File: src/rtl/arb4_rr_ctrl.sv
// Four-requester arbiter for the shared 4-to-2 encoder resource.
// It supports fixed priority or round-robin selection, a hold timeout, and an idle gap between grants.
module arb4_rr_ctrl #(
   parameter int unsigned MAX_HOLD = 8
) (
   input  logic       clk,
   input  logic       rst_n,
   input  logic [3:0] req,
   input  logic       rr_en,
   output logic [3:0] gnt,
   output logic [1:0] gnt_id,
   output logic       gnt_valid,
   output logic       timeout
);

   localparam logic [7:0] HOLD_LAST = 8'(MAX_HOLD - 1);

   typedef enum logic {
      ST_IDLE  = 1'b0,
      ST_GRANT = 1'b1
   } state_t;

   state_t     state_q, state_d;
   logic [3:0] gnt_q, gnt_d;
   logic [1:0] gnt_id_q, gnt_id_d;
   logic       gnt_valid_q, gnt_valid_d;
   logic       timeout_q, timeout_d;
   logic [7:0] hold_cnt_q, hold_cnt_d;
   logic [1:0] last_id_q, last_id_d;

   logic [1:0] rr_start;
   logic [3:0] rr_req;
   logic [1:0] rr_off;
   logic [1:0] rr_win;
   logic [1:0] fp_win;
   logic [1:0] win;
   logic       owner_req;
   logic       hold_at_limit;

   // Rotate the requests so that bit 0 is the first candidate after the last owner.
   assign rr_start = last_id_q + 2'd1;

   generate
      for (genvar gi = 0; gi < 4; gi++) begin : g_rot
         assign rr_req[gi] = req[rr_start + 2'(gi)];
      end
   endgenerate

   always_comb begin
      rr_off = 2'd3;
      casez (rr_req)
         4'b???1: rr_off = 2'd0;
         4'b??10: rr_off = 2'd1;
         4'b?100: rr_off = 2'd2;
         default: rr_off = 2'd3;
      endcase
   end

   assign rr_win = rr_start + rr_off;

   always_comb begin
      fp_win = 2'd0;
      casez (req)
         4'b1???: fp_win = 2'd3;
         4'b01??: fp_win = 2'd2;
         4'b001?: fp_win = 2'd1;
         default: fp_win = 2'd0;
      endcase
   end

   assign win           = rr_en ? rr_win : fp_win;
   assign owner_req     = req[gnt_id_q];
   assign hold_at_limit = (hold_cnt_q == HOLD_LAST);

   always_comb begin
      state_d     = state_q;
      gnt_d       = gnt_q;
      gnt_id_d    = gnt_id_q;
      gnt_valid_d = gnt_valid_q;
      timeout_d   = 1'b0;
      hold_cnt_d  = hold_cnt_q;
      last_id_d   = last_id_q;

      case (state_q)
         ST_IDLE: begin
            gnt_d       = 4'b0000;
            gnt_id_d    = 2'd0;
            gnt_valid_d = 1'b0;
            hold_cnt_d  = 8'd0;
            if (|req) begin
               state_d     = ST_GRANT;
               gnt_d       = 4'b0001 << win;
               gnt_id_d    = win;
               gnt_valid_d = 1'b1;
               last_id_d   = win;
            end
         end
         ST_GRANT: begin
            // Release is checked first, so a release on the last allowed cycle does not raise timeout.
            if (!owner_req || hold_at_limit) begin
               state_d     = ST_IDLE;
               gnt_d       = 4'b0000;
               gnt_id_d    = 2'd0;
               gnt_valid_d = 1'b0;
               hold_cnt_d  = 8'd0;
               timeout_d   = owner_req;
            end else begin
               hold_cnt_d = hold_cnt_q + 8'd1;
            end
         end
         default: begin
            state_d = ST_IDLE;
         end
      endcase
   end

   always_ff @(posedge clk) begin
      if (!rst_n) begin
         state_q     <= ST_IDLE;
         gnt_q       <= 4'b0000;
         gnt_id_q    <= 2'd0;
         gnt_valid_q <= 1'b0;
         timeout_q   <= 1'b0;
         hold_cnt_q  <= 8'd0;
         last_id_q   <= 2'd3;
      end else begin
         state_q     <= state_d;
         gnt_q       <= gnt_d;
         gnt_id_q    <= gnt_id_d;
         gnt_valid_q <= gnt_valid_d;
         timeout_q   <= timeout_d;
         hold_cnt_q  <= hold_cnt_d;
         last_id_q   <= last_id_d;
      end
   end

   assign gnt       = gnt_q;
   assign gnt_id    = gnt_id_q;
   assign gnt_valid = gnt_valid_q;
   assign timeout   = timeout_q;

endmodule

File: config.mk
export PLATFORM = sky130hd
export DESIGN_NAME = arb4_rr_ctrl
export DESIGN_NICKNAME = d
export VERILOG_FILES = /design/src/rtl/arb4_rr_ctrl.sv
export SDC_FILE = /design/constraint.sdc
export NUM_CORES = 1
export LEC_CHECK = 0
export CORE_MARGIN = 5
export CORE_UTILIZATION = 40
export CTS_CLUSTER_DIAMETER = 200
export DETAILED_ROUTE_END_ITERATION = 8
export GPL_TIMING_DRIVEN = 0
export PLACE_DENSITY = 0.72
export SETUP_SLACK_MARGIN = 0.4
export SLEW_MARGIN = 20
export SYNTH_ARGS = -nofsm -noshare
export SYNTH_HDL_FRONTEND = slang
export SYNTH_SLANG_ARGS = --single-unit
export TNS_END_PERCENT = 50
File: constraint.sdc
create_clock -name clk -period 2.3 [get_ports clk]
set_clock_uncertainty 0.1 [all_clocks]
set_input_delay 0.46 -clock clk [delete_from_list [all_inputs] [get_ports clk]]
set_output_delay 0.46 -clock clk [all_outputs]
set_load 0.03 [all_outputs]
==> run_results.csv, run 1 <==
group,metric,value,unit
setup_path,crit_chain,"buf_8 > nand2b_4 > a21oi_2 > a221o_1 > ha_4 > nand2b_4 > o31a_1 > nand3b_1 > o211ai_1",
final_layout,final_core_util,53.53,%
power_and_ir_drop,ir_drop,0.4440,mV
setup_path,timing.rr.end,"gnt[0]$_SDFFE_PN0P_",
worst_hold_path,hold_start,"hold_cnt_q[0]$_SDFF_PP0_",
synthesis,synth_common_cells,"19 x dfxtp_1, 12 x nand3_1, 11 x nor2_1, 7 x nand2_1",
final_layout,nNetsFinal,142,
global_route,grt_usage,13.19,%
global_route,use_met2,20.28,%
power_and_ir_drop,p_per_area,745.7,mW/mm^2
sta,finalSetupViolCount,0,
die,io_pins,15,
final_layout,area_growth,31.34,%
synthesis,netlist_top_cells_area,"dfxtp_1 39%, nand3_1 6.1%, xnor2_1 4.5%",
clock_tree,root_buffer,"clkbuf_4",
sta,slew_viol_final,0,
die,fp.dieArea,0.003546,sq mm
global_route,grt-busiest-layer,"met2",
run,maxCapViolCount,0,
detailed_routing,wl_per_cell,13.22,um
setup_path,cp_num_cells,9,
placement,hpwlAfterDp,1.463,mm
synthesis,yosysSeqAreaShare,38.73,%
die,core_area,0.002410,sq mm
setup_path,rrSetupSlack,260,ps
worst_hold_path,holdPathStages,1,
global_route,antenna_found_initial,0,
sta,relSlewSlack,67.59,%
clock_tree,cts_max_level,1,
detailed_routing,drc,0,
synthesis,ys.flop_type,"dfxtp_1",
sta,setup_ws,256.4,ps
detailed_routing,dr.pass1.iters,4,
synthesis,yosys_warnings,0,
global_route,grt_pass1_vias,829,
detailed_routing,routed_via_density,5.333,
setup_path,rr_worst_depth,9,
final_layout,fillerInstances,214,
global_route,grt_pass1_wl,3.643,mm
detailed_routing,vias,864,
setup_path,cpPeakStageDelay,360,ps
detailed_routing,wirelength,2.142,mm
synthesis,syn_area_per_cell,8.770,sq um
setup_path,crit_slowest_cell,"a221o_1",
global_route,grt_overflow_total,0,
final_layout,diodes,0,
die,die_h,59.55,um
setup_path,end_kind,"flop",
synthesis,synthesis.area,982.2,sq um
synthesis,synth_largest_area_cell,"dfxtp_1",
sta,post-route-min-period,2044,ps
worst_hold_path,hold_path_end,"hold_cnt_q[0]$_SDFF_PP0_",
synthesis,synth.most_common_cell,"dfxtp_1",
clock_tree,cts.sinks,19,
die,rows,18,
die,die_x,59.55,um
worst_hold_path,hold_path_class,"flop to flop",
clock_tree,clk_latency,300,ps
clock_tree,clockBufferDepth,2,
setup_path,start_kind,"flop",
detailed_routing,drt_iter0_markers,23,
placement,post-place-ws,-360.7,ps
synthesis,synth_edf_count,0,
placement,portBuffers,12,
global_route,grt_max_degree,11,
final_layout,drive_above_1_share,21.97,%
setup_path,worstSetupPathType,"flop to flop",
synthesis,synth_cell_type_count,35,
synthesis,synthCells,112,
synthesis,synth_top_area_share,38.73,%
setup_path,worstPathArrival,2140,ps
sta,fmax,489.3,MHz
setup_path,crit_buf_inv,1,
synthesis,synth_nets,121,
power_and_ir_drop,power.leakage,0.0004944,uW
clock_tree,path_clk_slew,110,ps
clock_tree,numCtsBuffers,3,
die,start_util,40.76,%
setup_path,crit_fanout,6,
setup_path,cp-startpoint,"last_id_q[1]$_SDFFE_PN1P_",
global_route,globalRouteMet3Util,1.961,%
setup_path,r2r-start,"last_id_q[1]$_SDFFE_PN1P_",
setup_path,cpMostUsedCell,"nand2b_4",
global_route,use_met1,19.02,%
synthesis,ys_ff_latch,19,
sta,post-route-period-util,88.85,%
setup_path,critPathRequiredTime,2390,ps
placement,place_congestion,0.7358,
sta,finalSetupTns,0,ps
status,status,"finished clean",
sta,final-hold-violation-count,0,
clock_tree,cts_tree,"done",
sta,worst_pin_slew,482.2,ps
sta,grt_setup_unrepaired,"yes",
synthesis,async_reset_ff_share,0,%
setup_path,crit_family,"compound AO/OA/AOI/OAI gates",
detailed_routing,ant_nets,0,
-- per-stage QoR --
stage / area (sq um) / instances / hold slack, ps / total power, uW
floorplan: 1018 / 112 / 313.0 / 628.1
global placement: 1176 / 154 / 325.8 / 715.6
detailed placement: 1176 / 154 / 340.6 / 719.9
CTS: 1264 / 162 / 356.9 / 935.1
global route: 1290 / 162 / 404.4 / 1013
finish: 1290 / 162 / 356.9 / 961.9
-- cell type report --
cell class	count	area [sq um]	share of cell area, %
Sequential cell	19	381.6	29.58
Timing Repair Buffer	16	147.6	11.45
Inverter	4	15.01	1.164
Tap cell	30	37.54	2.910
Multi-Input combinational cell	82	620.6	48.11
Clock buffer	4	26.28	2.037
Buffer	7	61.31	4.753
-- power by group --
part           switching [uW]  internal [uW]
registers                20.5            363
clock network             109           67.6
logic                     200            202
-- layout by cell type (no fill, tap or decap), drive strengths merged, types with 2 or more instances in the layout --
master and n:
a211oi 2, dfxtp 19, nand3b 4, nor2 11
nand3 12, buf 9, ha 2, nand2 7
nand2b 5, o211ai 5, a21oi 2, inv 4
clkbuf 7, xnor2 5, clkdlybuf4s15 2, nor4 2
clkdlybuf4s50 9, nor4b 2, and3 4, xor2 5
-- worst max path at each step --
| stage | to | slack (ps) |
|---|---|---|
| floorplan | gnt[0]$_SDFFE_PN0P_ | 200 |
| global placement | last_id_q[1]$_SDFFE_PN1P_ | -320 |
| global route | gnt[0]$_SDFFE_PN0P_ | 170 |
| finish | gnt[0]$_SDFFE_PN0P_ | 260 |
| CTS | gnt[0]$_SDFFE_PN0P_ | 260 |
| detailed placement | gnt[2]$_SDFFE_PN0P_ | -360 |
-- sequential cells by signal (all words and copies together), names as in the netlist --
name and flops:
state_q 1, gnt_valid 1, gnt_id 2, last_id_q 2, timeout 1, gnt 4, hold_cnt_q 8
-- layer usage --
layer	up-vias	wire, um
met2	24	1011
met1	397	1028
met4	0	16
li1	441	-
met5	-	0
met3	2	86
-- worst register-to-register path, delay by kind of cell (launching register included) --
| kind | cells | cell delay, ps |
|---|---|---|
| AO/OA/AOI/OAI | 4 | 740 |
| flip-flops | 1 | 350 |
| buffers and inverters | 1 | 110 |
| adder cells (fa/ha/maj) | 1 | 280 |
| AND/OR/NAND/NOR | 3 | 370 |
-- cell families after synthesis --
logic type      synth area share [%]
flops                          38.73
xor+xnor                       8.917
fa+ha+maj                      2.547
compound gates                 11.98
simple gates                   29.30
mux                            3.312
buf+inv                        5.222
-- repair_timing --
action / CTS / global route
buffers inserted: 4 / 0
resized for setup: 15 / 7
pin swaps: 5 / 2
hold buffers: 0 / 0
setup endpoints to repair: 17 / 15
(Power assumes the default switching activity.)
==> inputs of run 2 (changes only) <==
--- a/config.mk
+++ b/config.mk
@@ -11,6 +11,7 @@
 export DETAILED_ROUTE_END_ITERATION = 8
 export GPL_TIMING_DRIVEN = 0
 export PLACE_DENSITY = 0.72
+export RECOVER_POWER = 25
 export SETUP_SLACK_MARGIN = 0.4
 export SLEW_MARGIN = 20
 export SYNTH_ARGS = -nofsm -noshare
==> run 2 against run 1 <==
Net effect: clock power barely moved; clock-buffer cell count did not move; worst setup slack got worse by 3.6 ps; largest power group unchanged.
==> run_results.csv, run 2 (synthesized netlist as in run 1, its figures left out) <==
group,metric,value,unit
status,status,"finished clean",
clock_tree,cts.sinks,19,
final_layout,final_common_cell,"dfxtp_1",
global_route,antenna_found_initial,0,
sta,worst_pin_slew,480.7,ps
final_layout,postLayoutCellArea,0.001289,sq mm
clock_tree,root_buffer,"clkbuf_4",
final_layout,mostFrequentLayoutCells,"18 x dfxtp_1, 12 x nand3_1, 11 x nor2_1, 9 x clkdlybuf4s50_1, 7 x nand2_1",
detailed_routing,drt_iter0_markers,20,
die,die_x,59.55,um
setup_path,timing.rr.end,"gnt[0]$_SDFFE_PN0P_",
detailed_routing,routed_via_density,5.247,
sta,final-hold-violation-count,0,
worst_hold_path,holdPathStages,1,
power_and_ir_drop,power.leakage,0.0004902,uW
sta,post-route-period-util,89.01,%
global_route,grt_max_degree,11,
clock_tree,cts_tree,"done",
clock_tree,cts_max_level,1,
sta,worst_hold_slack,358.5,ps
sta,post-route-min-period,2047,ps
die,fp.dieArea,0.003546,sq mm
global_route,grt_overflow_total,0,
global_route,grt_pass1_wl,3.643,mm
worst_hold_path,hold_path_class,"flop to flop",
clock_tree,numCtsBuffers,3,
worst_hold_path,hold_start,"hold_cnt_q[0]$_SDFF_PP0_",
run,maxCapViolCount,0,
final_layout,nNetsFinal,142,
sta,slew_viol_final,0,
detailed_routing,drc,0,
setup_path,crit_fanout,6,
power_and_ir_drop,ir_drop,0.4432,mV
die,start_util,40.76,%
detailed_routing,vias,850,
setup_path,r2r-start,"last_id_q[1]$_SDFFE_PN1P_",
die,die_h,59.55,um
power_and_ir_drop,p_total,959.5,uW
clock_tree,clockBufferDepth,2,
detailed_routing,wl_per_cell,13.12,um
final_layout,drive_above_1_share,21.21,%
detailed_routing,ant_nets,0,
clock_tree,clk_latency,300,ps
setup_path,rrSetupSlack,250,ps
final_layout,area_growth,31.21,%
clock_tree,cts_hold_buf,0,
power_and_ir_drop,p_per_area,744.6,mW/mm^2
sta,fmax,488.5,MHz
setup_path,end_kind,"flop",
die,io_pins,15,
sta,grt_setup_unrepaired,"yes",
detailed_routing,dr.pass1.iters,4,
die,core_area,0.002410,sq mm
die,rows,18,
global_route,grt_pass1_vias,829,
sta,relSlewSlack,67.69,%
final_layout,largest_reg_flops,8,
final_layout,top_register,"hold_cnt_q",
setup_path,rr_worst_depth,9,
placement,hpwlAfterDp,1.463,mm
setup_path,start_kind,"flop",
setup_path,critPathRequiredTime,2390,ps
setup_path,worstPathArrival,2140,ps
final_layout,diodes,0,
sta,finalSetupViolCount,0,
detailed_routing,wirelength,2.126,mm
worst_hold_path,hold_path_end,"hold_cnt_q[0]$_SDFF_PP0_",
clock_tree,path_clk_slew,110,ps
placement,portBuffers,12,
global_route,grt_usage,13.19,%
placement,dpl_cell_area,0.001176,sq mm
placement,place_congestion,0.7358,
setup_path,worstSetupPathType,"flop to flop",
==> run 2: changes by cell type in the layout (fill, tap and decap cells not counted) <==
cell      before  now
clkbuf_1       2    3
buf_2          2    1
==> run 2: worst max-delay path by stage <==
stage,startpoint,end,slack (ps),cells after the start
after floorplan,req[3],gnt[0]$_SDFFE_PN0P_,200,9
after global placement,req[0],last_id_q[1]$_SDFFE_PN1P_,-320,8
after detailed placement,req[0],gnt[2]$_SDFFE_PN0P_,-360,9
after CTS,last_id_q[1]$_SDFFE_PN1P_,gnt[0]$_SDFFE_PN0P_,260,9
after global routing,last_id_q[1]$_SDFFE_PN1P_,gnt[0]$_SDFFE_PN0P_,170,9
final,last_id_q[1]$_SDFFE_PN1P_,gnt[0]$_SDFFE_PN0P_,250,9
==> run 2: area by class of cell <==
| type | count | area (sq um) |
|---|---|---|
| inverter | 4 | 15.01 |
| fill | 215 | 1121 |
| tap | 30 | 37.54 |
| buffer | 7 | 60.06 |
| sequential | 19 | 381.6 |
| timing repair buffer | 16 | 147.6 |
| multi-input combinational | 82 | 620.6 |
| clock buffer | 4 | 26.28 |
==> run 2: critical path, cell delays in order (launching register included) <==
cell and delay [ps]:
dfxtp_2 350, buf_8 110, nand2b_4 120, a21oi_2 50, a221o_1 360, ha_4 280, nand2b_4 110, o31a_1 250
nand3b_1 140, o211ai_1 80
==> run 2: power breakdown <==
part	internal (uW)	total [uW]	switching, uW	leakage, uW
clock	67.5	174	107	0.0000150
sequential	363	384	20.2	0.000155
combinational	202	402	200	0.000320
total	633	960	327	0.000490
==> run 2: stage by stage <==
stage	util, %	cells	TNS, ps	worst slack, ps
after floorplan	-	112	0	203.2
after global placement	48.81	154	-2361	-321.1
after detailed placement	48.81	154	-2803	-360.7
after CTS	52.44	162	0	264.2
after global routing	53.48	162	0	169.8
final	53.48	162	0	252.8
==> run 2: timing repair <==
| item | CTS | global route |
|---|---|---|
| pin swaps | 5 | 2 |
| buffers inserted | 4 | 0 |
| setup endpoints to repair | 17 | 15 |
| resized for setup | 15 | 7 |
==> run 2: routing by layer <==
metal,GRT usage (%),wire length (um),share of wire (%)
met4,3.797,16,0.75
met1,19.02,1031,48
met3,1.961,86,4.0
met5,0,0,0
met2,20.28,991,47
